===== config.mk =====
export PLATFORM = sky130hd
export DESIGN_NAME = ftdi_tx_arbiter
export DESIGN_NICKNAME = d
export VERILOG_FILES = /design/src/rtl/ftdi_tx_pkg.sv /design/src/rtl/ftdi_tx_arbiter_pick.sv /design/src/rtl/ftdi_tx_arbiter.sv
export SDC_FILE = /design/constraint.sdc
export NUM_CORES = 1
export LEC_CHECK = 0
export BUFFER_PORTS_ARGS = -buffer_cell sky130_fd_sc_hd__buf_2
export CAP_MARGIN = 25
export CORE_UTILIZATION = 52
export CTS_BUF_LIST = sky130_fd_sc_hd__clkbuf_8
export DETAILED_ROUTE_END_ITERATION = 8
export PLACE_DENSITY = 0.86
export REMOVE_ABC_BUFFERS = 1
export SYNTH_ARGS = -nofsm -noshare
export SYNTH_HDL_FRONTEND = slang
export SYNTH_SLANG_ARGS = --single-unit
export TNS_END_PERCENT = 5

===== constraint.sdc =====
create_clock -name i_clk -period 1.8 [get_ports i_clk]
set_input_delay 0.09 -clock i_clk [delete_from_list [all_inputs] [get_ports i_clk]]
set_output_delay 0.09 -clock i_clk [all_outputs]
set_load 0.02 [all_outputs]

===== src/rtl/ftdi_tx_pkg.sv =====
// Shared types and defaults for the two-channel FTDI transmit arbiter.
package ftdi_tx_pkg;

  typedef enum logic [1:0] {
    IDLE   = 2'd0,
    HEADER = 2'd1,
    BURST  = 2'd2,
    GAP    = 2'd3
  } state_t;

  localparam logic [7:0]  HEADER_BASE_DEF = 8'hA0;
  localparam int unsigned BURST_LEN_DEF   = 1024;

  typedef logic ch_idx_t;

  function automatic logic [1:0] ch_onehot(input ch_idx_t ch);
    return ch ? 2'b10 : 2'b01;
  endfunction

endpackage


===== src/rtl/ftdi_tx_arbiter_pick.sv =====
// Combinational two-way round-robin picker: a tie goes to the channel not granted last.
module ftdi_rr_pick
  import ftdi_tx_pkg::*;
(
  input  logic [1:0] i_req,
  input  logic       i_last_grant,
  output logic [1:0] o_grant,
  output logic       o_valid
);

  always_comb begin
    o_grant = 2'b00;
    unique case (i_req)
      2'b01:   o_grant = 2'b01;
      2'b10:   o_grant = 2'b10;
      2'b11:   o_grant = ch_onehot(~i_last_grant);
      default: o_grant = 2'b00;
    endcase
    o_valid = |i_req;
  end

endmodule


===== src/rtl/ftdi_tx_arbiter.sv =====
// Shares the FTDI transmit path between two channel FIFOs, one full burst per grant,
// optionally prefixed by a channel header byte, with round-robin arbitration.
module ftdi_tx_arbiter
  import ftdi_tx_pkg::*;
#(
  parameter int unsigned BURST_LEN   = BURST_LEN_DEF,
  parameter int unsigned CNT_W       = 11,
  parameter int unsigned HEADER_EN   = 1,
  parameter logic [7:0]  HEADER_BASE = HEADER_BASE_DEF,
  parameter int unsigned GAP_CYCLES  = 2
) (
  input  logic       i_clk,
  input  logic       i_rst,
  input  logic       i_ch0_tx_rdy,
  input  logic       i_ch1_tx_rdy,
  input  logic [7:0] i_ch0_fifo_q,
  input  logic [7:0] i_ch1_fifo_q,
  output logic       o_ch0_rdreq,
  output logic       o_ch1_rdreq,
  input  logic       i_ftdi_rx_rdy,
  output logic [7:0] o_ftdi_data,
  output logic       o_ftdi_wrreq,
  output logic [1:0] o_grant,
  output logic       o_busy,
  output logic       o_burst_done
);

  localparam int unsigned GAP_W = (GAP_CYCLES > 1) ? $clog2(GAP_CYCLES) : 1;
  localparam logic [CNT_W-1:0] CNT_LAST = CNT_W'(BURST_LEN - 1);
  localparam logic [GAP_W-1:0] GAP_LAST = GAP_W'(GAP_CYCLES - 1);

  state_t           r_state, w_state_nxt;
  logic [CNT_W-1:0] r_cnt, w_cnt_nxt;
  logic [GAP_W-1:0] r_gap_cnt, w_gap_nxt;
  logic             r_last_grant, w_last_nxt;
  ch_idx_t          r_ch, w_ch_nxt;
  logic [1:0]       r_grant, w_grant_nxt;
  logic             r_burst_done, w_done_nxt;

  logic [1:0]       w_pick_grant;
  logic             w_pick_valid;

  ftdi_rr_pick u_pick (
    .i_req        ({i_ch1_tx_rdy, i_ch0_tx_rdy}),
    .i_last_grant (r_last_grant),
    .o_grant      (w_pick_grant),
    .o_valid      (w_pick_valid)
  );

  always_ff @(posedge i_clk or posedge i_rst) begin
    if (i_rst) begin
      r_state      <= IDLE;
      r_cnt        <= '0;
      r_gap_cnt    <= '0;
      r_last_grant <= 1'b1;
      r_ch         <= 1'b0;
      r_grant      <= 2'b00;
      r_burst_done <= 1'b0;
    end else begin
      r_state      <= w_state_nxt;
      r_cnt        <= w_cnt_nxt;
      r_gap_cnt    <= w_gap_nxt;
      r_last_grant <= w_last_nxt;
      r_ch         <= w_ch_nxt;
      r_grant      <= w_grant_nxt;
      r_burst_done <= w_done_nxt;
    end
  end

  always_comb begin
    w_state_nxt  = r_state;
    w_cnt_nxt    = r_cnt;
    w_gap_nxt    = r_gap_cnt;
    w_last_nxt   = r_last_grant;
    w_ch_nxt     = r_ch;
    w_grant_nxt  = r_grant;
    w_done_nxt   = 1'b0;
    o_ftdi_data  = 8'h00;
    o_ftdi_wrreq = 1'b0;
    o_ch0_rdreq  = 1'b0;
    o_ch1_rdreq  = 1'b0;
    unique case (r_state)
      IDLE: begin
        // tx_rdy is only looked at here; a ready channel guarantees a full burst.
        if (w_pick_valid) begin
          w_grant_nxt = w_pick_grant;
          w_ch_nxt    = w_pick_grant[1];
          w_last_nxt  = w_pick_grant[1];
          w_state_nxt = (HEADER_EN != 0) ? HEADER : BURST;
        end
      end
      HEADER: begin
        o_ftdi_data  = HEADER_BASE | {7'd0, r_ch};
        o_ftdi_wrreq = i_ftdi_rx_rdy;
        if (i_ftdi_rx_rdy) w_state_nxt = BURST;
      end
      BURST: begin
        o_ftdi_data  = r_ch ? i_ch1_fifo_q : i_ch0_fifo_q;
        o_ftdi_wrreq = i_ftdi_rx_rdy;
        o_ch0_rdreq  = i_ftdi_rx_rdy & ~r_ch;
        o_ch1_rdreq  = i_ftdi_rx_rdy & r_ch;
        if (i_ftdi_rx_rdy) begin
          if (r_cnt == CNT_LAST) begin
            w_cnt_nxt   = '0;
            w_done_nxt  = 1'b1;
            w_state_nxt = GAP;
          end else begin
            w_cnt_nxt = r_cnt + 1'b1;
          end
        end
      end
      GAP: begin
        if (r_gap_cnt == GAP_LAST) begin
          w_gap_nxt   = '0;
          w_grant_nxt = 2'b00;
          w_state_nxt = IDLE;
        end else begin
          w_gap_nxt = r_gap_cnt + 1'b1;
        end
      end
      default: w_state_nxt = IDLE;
    endcase
  end

  assign o_grant      = r_grant;
  assign o_busy       = (r_state != IDLE);
  assign o_burst_done = r_burst_done;

endmodule


==> flow_summary.yaml <==
outcome:
  outcome: "finished, final reports clean"
setup_path:
  critPathRequiredTime_ns: 1.95
  worstSetupEndpointType: "flop"
  r2r_start: "r_state[0]"
  crit_fanout: 4
  worstSetupStartpoint: "r_state[0]"
  critPathArrivalTime_ns: 1.81
  critPathKind: "flop to flop"
  path_buf_inv: 2
  slowest_stage: "dfrtp_1"
  crit_chain: "inv_1 > ha_2 > inv_1 > o32ai_2 > a21o_1 > mux2_4"
  crit_path_frequent_cell: "inv_1"
  worst_path_largest_cell_delay_ns: 0.40
  startpoint_type: "flop"
  crit_family: "flip-flops"
floorplan:
  die_h_um: 48.6
  initial_core_util: 0.564
  die-area_mm2: 0.00236
  core_area_mm2: 0.00200
  rows: 16
  die-width_um: 48.6
  ios: 36
route:
  vias_per_cell: 5.29
  ant_nets: 0
  drtIter0Drc: 14
  wl_per_cell_um: 12.9
  drc: 0
  drt_pass1_iterations: 4
  vias: 995
  wl_um: 2430
grt:
  grt_max_degree: 20
  use_met3: 0.0660
  use_met1: 0.251
  grt_first_pass_wirelength_um: 4170
  grt_util_all_layers: 0.230
  grt_use_met2: 0.410
  antenna_found_initial: 0
  grt_busiest_layer: "met2"
  grt_pass1_vias: 1004
  overflow: 0
timing:
  worst_pin_slew_ns: 0.706
  slew_headroom: 0.529
  fin_crit_sh: 0.922
  rsz0062_at_grt: "false"
  max_freq_ghz: 0.602
  hold_viol: 0
  finalSetupTns_ns: 0
  setup_viol: 0
  maxSlewViolCount: 0
  whs_ns: 0.0415
  period_needed_ns: 1.66
  finClkSkew_ns: 0.00718
placement:
  gp_congestion: 0.826
  port_buffers: 35
  detailed_place_hpwl_um: 1880
  postPlaceCellArea_mm2: 0.00136
pwr:
  peakVddDrop_v: 0.000831
  power.density_mw_per_mm2: 1520
  p_leak_nw: 0.758
  total_power_mw: 2.19
finish:
  fin_nets: 189
  fill_cells: 157
  num_antenna_cells: 0
  seqCellArea_um2: 477
  drive_gt1_frac: 0.342
  syn_to_final_growth_pct: 27.5
  multi_input_area_um2: 634
  fin_area_mm2: 0.00144
logic_synthesis:
  ys.flop_type: "dfrtp_1"
  syn_avg_cell_area_um2: 9.57
  async_flop_share: 1.00
  syn_area_mm2: 0.00113
  synth-seq-area-share: 0.422
  synth-seq-cells: 19
  synth_warnings: 0
  synth.distinct_cells: 31
  synth_edf_count: 0
  netlist_instances: 118
clocking:
  clock_sinks: 19
  h-tree-depth: 1
  numCtsBuffers: 3
  clock_latency_ns: 0.25
  cts_tree: "built"
  cts_buffer_depth: 2
  clkTransAtPathRegs_ns: 0.07
  cts-root-buf: "clkbuf_8"
run:
  max_cap_viol_count: 0
worst_hold_path:
  hold_start: "i_ch0_tx_rdy"
  hp-class: "primary input to flop"
[logic make-up (layout without fill, tap and decap cells)]
family	after synthesis	after routing	share of synthesized area
compound gates	21	21	0.121
xor+xnor	8	8	0.0620
fa+ha+maj	6	6	0.0664
buf+inv	9	52	0.0321
flops	19	19	0.422
mux	10	10	0.0963
simple gates	45	45	0.200
[worst paths after layout]
| check | slack [ns] | endpoint | cells past startpoint |
|---|---|---|---|
| worst min register to register | 0.50 | r_cnt[9] | 1 |
| min in group asynchronous | 0.49 | r_gap_cnt | 3 |
| max in group asynchronous | 0.85 | r_cnt[0] | 3 |
| worst max register to register | 0.14 | r_state[1] | 6 |
| worst max-delay path | 0.14 | r_state[1] | 6 |
| worst min-delay path | 0.04 | r_last_grant | 2 |
[registers in the layout, indices dropped and copies added, names as in the netlist]
name / count
o_burst_done: 1
o_grant: 2
r_ch: 1
r_cnt: 11
r_gap_cnt: 1
r_last_grant: 1
r_state: 2
[repair_timing]
| action | CTS | global route |
|---|---|---|
| hold buffers | 1 | 0 |
| setup endpoints to repair | 0 | 9 |
| resized for setup | 0 | 4 |
| setup buffers | 0 | 1 |
| hold endpoints to repair | 18 | 0 |
[cell usage after synthesis (5+ instances only)]
cell | number | share of area
dfrtp_1 | 18 | 0.40
xor2_1 | 5 | 0.039
nand3_1 | 5 | 0.022
nand2_1 | 11 | 0.037
inv_1 | 7 | 0.023
a21oi_1 | 5 | 0.022
o21ai_0 | 7 | 0.031
ha_1 | 6 | 0.066
mux2i_1 | 6 | 0.053
nor2_1 | 14 | 0.047
[metal layers]
layer  up-vias  part of all wire  wire length [µm]
li1        492                 -                 -
met4         0             0.013                32
met1       483              0.41               986
met5         -                 0                 0
met2        16              0.55              1350
met3         4             0.026                63
[worst reg2reg max path, delay by kind of cell (launching register included)]
family / cells / cell delay (ns)
adder cells (fa/ha/maj): 1 / 0.22
AO/OA/AOI/OAI: 2 / 0.39
buffers and inverters: 2 / 0.26
multiplexers: 1 / 0.30
flip-flops: 1 / 0.40
[per-stage QoR]
stage                     std cells  setup WS (ns)  utilization
after floorplan                 116         0.0659            -
after CTS                       187         0.0149        0.707
after global routing            188         0.0232        0.719
final                           188          0.140        0.719
after detailed placement        182         0.0769        0.679
after global placement          182          0.193        0.679
[cells in the final DEF (no fill, tap or decap), drive strengths merged, types with 4 or more instances in the layout]
cell type	count
nand2	11
inv	7
a21oi	5
buf	40
mux2	4
ha	6
nor2	14
dfrtp	18
xor2	5
nand3	6
o21ai	7
mux2i	6
[where the power goes]
group          internal [mW]  switching [mW]
clock network          0.154           0.137
logic                  0.548           0.660
registers              0.560           0.129
[final cells by class]
type | instances | share of cell area
Clock buffer | 3 | 0.0287
Tap cell | 27 | 0.0235
Timing Repair Buffer | 41 | 0.155
Inverter | 7 | 0.0182
Multi-Input combinational cell | 90 | 0.440
Sequential cell | 19 | 0.331
Clock inverter | 1 | 0.00348
Note: power is estimated with default switching activity, not from simulation.
